`src/rtl/logic_pkg.sv`:
```
// logic_pkg: shared definitions for the bitwise logic unit.
//   LU_OP_W  - width of the operation select field
//   lu_op_e  - operation codes, shared by the decoder and the bench
package logic_pkg;

  localparam int unsigned LU_OP_W = 3;

  typedef enum logic [LU_OP_W-1:0] {
    LU_AND   = 3'd0,  // a & b
    LU_OR    = 3'd1,  // a | b
    LU_XOR   = 3'd2,  // a ^ b
    LU_NAND  = 3'd3,  // ~(a & b)
    LU_NOR   = 3'd4,  // ~(a | b)
    LU_XNOR  = 3'd5,  // ~(a ^ b)
    LU_ANDN  = 3'd6,  // a & ~b
    LU_PASSA = 3'd7   // a
  } lu_op_e;

endpackage

```
`src/rtl/lu_core.sv`:
```
// lu_core: purely combinational WIDTH-wide bitwise operation plus status flags.
// Ports:
//   op   - operation select (lu_op_e encoding)
//   a, b - operands
//   y    - result
//   zero - result is all zeros
//   neg  - result MSB
//   par  - XOR-reduction of the result (1 = odd number of ones)
module lu_core
  import logic_pkg::*;
#(
  parameter int unsigned WIDTH = 8
) (
  input  logic [LU_OP_W-1:0] op,
  input  logic [WIDTH-1:0]   a,
  input  logic [WIDTH-1:0]   b,
  output logic [WIDTH-1:0]   y,
  output logic               zero,
  output logic               neg,
  output logic               par
);

  always_comb begin
    y = '0;
    case (lu_op_e'(op))
      LU_AND:   y = a & b;
      LU_OR:    y = a | b;
      LU_XOR:   y = a ^ b;
      LU_NAND:  y = ~(a & b);
      LU_NOR:   y = ~(a | b);
      LU_XNOR:  y = ~(a ^ b);
      LU_ANDN:  y = a & ~b;
      LU_PASSA: y = a;
      default:  y = '0;
    endcase
  end

  assign zero = ~|y;
  assign neg  = y[WIDTH-1];
  assign par  = ^y;

endmodule

```
`src/rtl/logic_unit.sv`:
```
// logic_unit: registered bitwise logic unit with valid/ready on both sides
// and a one-entry skid buffer so full throughput survives backpressure.
// Ports:
//   clk, rst_n           - clock, asynchronous active-low reset
//   in_valid / in_ready  - operand beat handshake
//   in_op, in_a, in_b    - operation select and operands
//   out_valid / out_ready- result beat handshake
//   out_y                - result
//   out_zero/neg/par     - result flags (all zeros / MSB / odd parity)
module logic_unit
  import logic_pkg::*;
#(
  parameter int unsigned WIDTH = 8
) (
  input  logic               clk,
  input  logic               rst_n,
  input  logic               in_valid,
  output logic               in_ready,
  input  logic [LU_OP_W-1:0] in_op,
  input  logic [WIDTH-1:0]   in_a,
  input  logic [WIDTH-1:0]   in_b,
  output logic               out_valid,
  input  logic               out_ready,
  output logic [WIDTH-1:0]   out_y,
  output logic               out_zero,
  output logic               out_neg,
  output logic               out_par
);

  logic [WIDTH-1:0] core_y;
  logic             core_zero;
  logic             core_neg;
  logic             core_par;

  lu_core #(.WIDTH(WIDTH)) u_core (
    .op   (in_op),
    .a    (in_a),
    .b    (in_b),
    .y    (core_y),
    .zero (core_zero),
    .neg  (core_neg),
    .par  (core_par)
  );

  // Output register (OR) and skid register (SK)
  logic [WIDTH-1:0] or_y,   sk_y;
  logic             or_zero, sk_zero;
  logic             or_neg,  sk_neg;
  logic             or_par,  sk_par;
  logic             or_valid, sk_valid;

  logic acc;
  logic or_free;

  // in_ready comes only from the SK valid flop, never from out_ready
  assign in_ready = ~sk_valid;
  assign acc      = in_valid & in_ready;
  assign or_free  = ~or_valid | out_ready;

  always_ff @(posedge clk or negedge rst_n) begin
    if (!rst_n) begin
      or_y     <= '0;
      or_zero  <= 1'b0;
      or_neg   <= 1'b0;
      or_par   <= 1'b0;
      or_valid <= 1'b0;
      sk_y     <= '0;
      sk_zero  <= 1'b0;
      sk_neg   <= 1'b0;
      sk_par   <= 1'b0;
      sk_valid <= 1'b0;
    end else if (sk_valid) begin
      // SK is only ever full behind a full OR; refill OR from SK on drain
      if (out_ready) begin
        or_y     <= sk_y;
        or_zero  <= sk_zero;
        or_neg   <= sk_neg;
        or_par   <= sk_par;
        sk_valid <= 1'b0;
      end
    end else if (or_free) begin
      if (acc) begin
        or_y     <= core_y;
        or_zero  <= core_zero;
        or_neg   <= core_neg;
        or_par   <= core_par;
        or_valid <= 1'b1;
      end else begin
        or_valid <= 1'b0;
      end
    end else if (acc) begin
      sk_y     <= core_y;
      sk_zero  <= core_zero;
      sk_neg   <= core_neg;
      sk_par   <= core_par;
      sk_valid <= 1'b1;
    end
  end

  assign out_valid = or_valid;
  assign out_y     = or_y;
  assign out_zero  = or_zero;
  assign out_neg   = or_neg;
  assign out_par   = or_par;

endmodule
```
`config.mk`:
```
export PLATFORM = sky130hd
export DESIGN_NAME = logic_unit
export DESIGN_NICKNAME = d
export VERILOG_FILES = /design/src/rtl/logic_pkg.sv /design/src/rtl/lu_core.sv /design/src/rtl/logic_unit.sv
export SDC_FILE = /design/constraint.sdc
export NUM_CORES = 1
export LEC_CHECK = 0
export ABC_AREA = 1
export CAP_MARGIN = 10
export CORE_MARGIN = 3
export CORE_UTILIZATION = 50
export DETAILED_ROUTE_END_ITERATION = 10
export PLACE_DENSITY = 0.82
export RECOVER_POWER = 25
export SETUP_SLACK_MARGIN = 0.15
export SLEW_MARGIN = 0
export SYNTH_ARGS = -nofsm -noshare
export SYNTH_HDL_FRONTEND = slang
export SYNTH_HIERARCHICAL = 1
export SYNTH_SLANG_ARGS = --single-unit
```
`constraint.sdc`:
```
create_clock -name clk -period 1.05 [get_ports clk]
set_clock_uncertainty 0.05 [all_clocks]
set_input_delay 0.2625 -clock clk [delete_from_list [all_inputs] [get_ports clk]]
set_output_delay 0.2625 -clock clk [all_outputs]
set_load 0.03 [all_outputs]
```
==> flow_summary.yaml, run 1 <==
run_status:
  outcome: "stopped before the end"
  stop_stage: "4_1_cts"
  first-error: "[ERROR DPL-0038] Utilization greater than 100%, impossible to legalize"
place:
  gp_congestion: 0.935
  dpl.hpwl_mm: 5.41
  post-place-ws_ns: -1.70
  placedInstanceArea_mm2: 0.00350
  place.port_buffers: 35
logic_synthesis:
  postSynthRegisterBits: 24
  synth.area.top_cells: "sky130_fd_sc_hd__dfrtp_1 24%, sky130_fd_sc_hd__nand2_1 23%, sky130_fd_sc_hd__ha_1 14%, sky130_fd_sc_hd__nand3_1 9.8%, sky130_fd_sc_hd__inv_1 6.9%"
  syn-instance-count: 413
  synth.yosys.seq_area_share: 0.235
  synth.net_count: 464
  synth-warning-count: 6
  yosysTopAreaCell: "sky130_fd_sc_hd__dfrtp_1"
  netlist-cell-type-count: 23
  syn-cell-area_mm2: 0.00255
  synth_top_area_frac: 0.235
  synthesis.area_per_instance_um2: 6.18
floorplan:
  initial_util: 0.530
  fp.dieH_um: 77.4
  dieWidth_um: 77.4
  core.rowCount: 25
  io_pins: 36
clock_network:
  clock_sinks: 24
  cts_post_setup_buffers_inserted: 65
  cts_repair_resize_count: 277
  numCtsBuffers: 3
  cts_hold_buffers: 0
  clock_tree.buffer_depth: 2
  cts-root-buf: "sky130_fd_sc_hd__clkbuf_8"
  htreeDepth: 1
through the flow:
| stage | cells | hold WS [ns] | TNS [ns] |
|---|---|---|---|
| after global placement | 568 | 0.404 | -24.52 |
| after detailed placement | 568 | 0.413 | -25.23 |
| after floorplan | 413 | -0.0831 | -5.94 |
cell families after synthesis:
group                    after synthesis  synth area share
XOR/XNOR                               3            0.0103
AND/OR/NAND/NOR                      266             0.453
AO/OA/AOI/OAI                         24            0.0471
flip-flops                            24             0.235
buffers and inverters                 68             0.117
adder cells (fa/ha/maj)               28             0.137
cells in the mapped netlist:
cell                         n
sky130_fd_sc_hd__a21oi_1     1
sky130_fd_sc_hd__and3_1      1
sky130_fd_sc_hd__buf_2      11
sky130_fd_sc_hd__buf_4       4
sky130_fd_sc_hd__buf_6       2
sky130_fd_sc_hd__clkbuf_1    1
sky130_fd_sc_hd__dfrtp_1    24
sky130_fd_sc_hd__ha_1       28
sky130_fd_sc_hd__inv_1      47
sky130_fd_sc_hd__inv_2       3
sky130_fd_sc_hd__nand2_1   157
sky130_fd_sc_hd__nand2_2     2
sky130_fd_sc_hd__nand2_4     1
sky130_fd_sc_hd__nand3_1    50
sky130_fd_sc_hd__nand3_2     1
sky130_fd_sc_hd__nand4_1    13
sky130_fd_sc_hd__nor2_1     35
sky130_fd_sc_hd__nor2_2      1
sky130_fd_sc_hd__nor2_4      5
sky130_fd_sc_hd__o21ai_0    17
sky130_fd_sc_hd__o21ai_1     6
sky130_fd_sc_hd__xnor2_1     2
sky130_fd_sc_hd__xor2_1      1
==> run 2, diff against run 1 <==
--- a/config.mk
+++ b/config.mk
@@ -8,11 +8,10 @@
 export ABC_AREA = 1
 export CAP_MARGIN = 10
 export CORE_MARGIN = 3
-export CORE_UTILIZATION = 50
+export CORE_UTILIZATION = 40
 export DETAILED_ROUTE_END_ITERATION = 10
-export PLACE_DENSITY = 0.82
+export PLACE_DENSITY_LB_ADDON = 0.15
 export RECOVER_POWER = 25
-export SETUP_SLACK_MARGIN = 0.15
 export SLEW_MARGIN = 0
 export SYNTH_ARGS = -nofsm -noshare
 export SYNTH_HDL_FRONTEND = slang
==> constraint.sdc (replaced) <==
create_clock -name clk -period 1.35 [get_ports clk]
set_clock_uncertainty 0.05 [all_clocks]
set_input_delay 0.3375 -clock clk [delete_from_list [all_inputs] [get_ports clk]]
set_output_delay 0.3375 -clock clk [all_outputs]
set_load 0.03 [all_outputs]
==> flow_summary.yaml, run 2 <==
final_layout:
  finish.net_count: 617
  final_cell_area_excluding_filler_cells_mm2: 0.00471
  layout.cells.most_common_list: "126 x sky130_fd_sc_hd__nand2_1, 100 x sky130_fd_sc_hd__buf_4, 37 x sky130_fd_sc_hd__buf_6, 31 x sky130_fd_sc_hd__nand3_1, 27 x sky130_fd_sc_hd__nand2_2"
  filler_instances: 376
  signed_area_change_from_the_synthesized_netlist_to_the_final_layout_pct: 84.6
  post_route_cells_drive_above_1_share: 0.533
  most_common_cell_after_layout_fill_and_taps_aside: "sky130_fd_sc_hd__nand2_1"
  layout.area.seq_um2: 602
  post-route-util: 0.777
  multiInputGateArea_mm2: 0.00228
  antennaDiodeCount: 0
critical_path:
  kind_of_capture_point_of_the_worst_setup_path: "flip-flop"
  worst_ep_arrival_time_ns: 2.37
  required_ns: 1.51
  timing.critical_path.fanout_max: 7
  path_class: "input port to flip-flop"
  worst_setup_path_start_kind: "input port"
route:
  drt_pre_antenna_iters: 6
  via_per_inst: 5.55
  drt-total-wl_mm: 10.9
  detail_route.iter0.violations: 354
  remaining_drc_errors: 0
  postRouteAntennaNets: 0
  via_count: 3555
  detail_route.wl_per_cell_um: 17.0
global_route:
  grt_pass1_vias: 3329
  global_route.overflow_total: 0
  grt_first_pass_wirelength_mm: 15.1
  antenna_found_initial: 0
  grt_util_met3: 0.0317
  grt.met2_usage: 0.436
  largest_net_degree_at_the_start_of_global_routing: 25
  global_route_hottest_layer: "met2"
  gr-usage-all-layers: 0.251
  global_route.usage.met1: 0.319
timing:
  timing.final.hold_violations: 0
  timing.final.setup_violations: 22
  rsz_0062_raised_after_global_routing: "true"
  finalWorstSetupSlack_ns: -0.862
  max-slew-margin-rel: 0.606
  period_share: 1.64
  min_period_ns: 2.21
  tightestPinTransition_ns: 0.590
  max_clock_freq_mhz: 452
  setup_total_negative_slack_ns: -9.57
  total_count_of_max_transition_violations_in_the_final_report: 0
clock_network:
  htreeDepth: 1
  worstSkewPairLatency_ns: 0.27
  cts.reportedPaths.clkPinSlew_ns: 0.09
  cts_hold_buffers: 0
  clock_sinks: 24
  numCtsBuffers: 3
  cts-root-buf: "sky130_fd_sc_hd__clkbuf_8"
  clock_tree.buffer_depth: 2
  tritoncts: "yes"
logic_synthesis:
  postSynthRegisterBits: 24
  async_flop_share: 1.00
  netlist-cell-type-count: 23
  yosysTopAreaCell: "sky130_fd_sc_hd__dfrtp_1"
  yosys-top-cells-count: "157 x sky130_fd_sc_hd__nand2_1, 50 x sky130_fd_sc_hd__nand3_1, 47 x sky130_fd_sc_hd__inv_1"
  synth_ff_type: "sky130_fd_sc_hd__dfrtp_1"
  synth.area.top_cells: "sky130_fd_sc_hd__dfrtp_1 24%, sky130_fd_sc_hd__nand2_1 23%, sky130_fd_sc_hd__ha_1 14%, sky130_fd_sc_hd__nand3_1 9.8%, sky130_fd_sc_hd__inv_1 6.9%"
  syn-instance-count: 413
  synth_top_area_frac: 0.235
  synth.yosys.seq_area_share: 0.235
  syn-cell-area_mm2: 0.00255
  synth-warning-count: 6
  synth.net_count: 464
  number_of_enable_flip_flop_cells_after_synthesis: 0
  synthesis.area_per_instance_um2: 6.18
  synth.most_common_cell: "sky130_fd_sc_hd__nand2_1"
floorplan:
  dieWidth_um: 85.9
  core.rowCount: 28
  design.core.area_mm2: 0.00606
  initial_util: 0.421
  io_pins: 36
  die_area_mm2: 0.00737
  fp.dieH_um: 85.9
run_status:
  failed_checks: "negative setup slack"
  outcome: "finished, violations left"
flow_run:
  timing.max_cap.violations: 0
pwr:
  comb_power_share: 0.616
  power.sequential.fraction: 0.268
  p_per_area_mw_per_mm2: 908
  power_switching_w: 0.00185
  total_power_consumption_w: 0.00428
  cellLeakagePower_nw: 2.52
  p_sw_frac: 0.433
  peakVddDrop_mv: 1.26
  clockPowerShare: 0.116
  cell_internal_pwr_w: 0.00243
worst_hold_path:
  min-delay-path-class: "flip-flop to flip-flop"
place:
  placedInstanceArea_mm2: 0.00351
  place.port_buffers: 35
  gp_congestion: 0.938
  dpl.hpwl_mm: 5.41
-- run 2: cell counts after synthesis --
No cell type changed its count.
-- run 2: final cells by class --
cell class	count	share of cell area
inverter	50	0.0457
sequential	24	0.128
tap	75	0.0199
timing repair buffer	165	0.310
multi-input combinational	322	0.485
clock buffer	4	0.0117
-- run 2: repair_timing --
action	CTS	global route
setup endpoints to repair	23	22
gates resized for setup	206	72
pin swaps	79	39
buffers inserted	52	14
gates cloned	3	0
-- run 2: metal layers --
layer,part of all wire,up-vias
met2,0.49,195
li1,-,1611
met3,0.064,79
met1,0.37,1670
met4,0.071,0
met5,0,-
-- run 2: cell families after synthesis --
family	share of synthesized area
buf+inv	0.117
xor+xnor	0.0103
simple gates	0.453
compound gates	0.0471
fa+ha+maj	0.137
flops	0.235
-- run 2: worst paths after layout --
check / end / cells past startpoint / slack (ns) / start
worst max-delay path: out_par$_DFFE_PN0P_ / 16 / -0.86 / in_op[0]
worst min-delay path: sk_y[5]$_DFFE_PN0P_ / 2 / 0.44 / sk_y[5]$_DFFE_PN0P_
worst max register to register: out_y[1]$_DFFE_PN0P_ / 6 / 0.02 / sk_valid$_DFF_PN0_
worst min register to register: sk_y[5]$_DFFE_PN0P_ / 2 / 0.44 / sk_y[5]$_DFFE_PN0P_
max in group asynchronous: sk_valid$_DFF_PN0_ / 2 / 0.29 / rst_n
min in group asynchronous: out_y[0]$_DFFE_PN0P_ / 2 / 0.54 / rst_n
-- run 2: worst max-delay path, stage by stage --
cell	delay, ns
sky130_fd_sc_hd__buf_8	0.11
sky130_fd_sc_hd__buf_16	0.12
sky130_fd_sc_hd__buf_6	0.11
sky130_fd_sc_hd__nor2_4	0.24
sky130_fd_sc_hd__nand2_1	0.15
sky130_fd_sc_hd__nand2_1	0.14
sky130_fd_sc_hd__nor2_1	0.05
sky130_fd_sc_hd__nand2_1	0.08
sky130_fd_sc_hd__nand2_2	0.07
sky130_fd_sc_hd__ha_4	0.29
sky130_fd_sc_hd__xor2_4	0.16
sky130_fd_sc_hd__xnor2_2	0.15
sky130_fd_sc_hd__nand2_1	0.10
sky130_fd_sc_hd__nand2_1	0.09
sky130_fd_sc_hd__nand3_1	0.07
sky130_fd_sc_hd__nand2_1	0.09
-- run 2: stage by stage --
stage	setup WS [ns]	std cells	hold WS, ns
finish	-0.862	640	0.437
global route	-0.923	640	0.460
CTS	-0.606	628	0.365
detailed placement	-1.39	581	0.410
global placement	-1.36	581	0.405
floorplan	-0.606	413	-0.00809
-- run 2: power by group through the flow --
stage / Combinational [W] / Sequential (W) / Clock, W
2_1_floorplan: 0.000874 / 0.00140 / 0
3_3_place_gp: 0.00181 / 0.00114 / 0
3_5_place_dp: 0.00184 / 0.00116 / 0
4_1_cts: 0.00211 / 0.00113 / 0.000507
5_1_grt: 0.00282 / 0.00117 / 0.000522
6_report: 0.00264 / 0.00115 / 0.000495
Note: power is estimated with default switching activity, not from simulation.
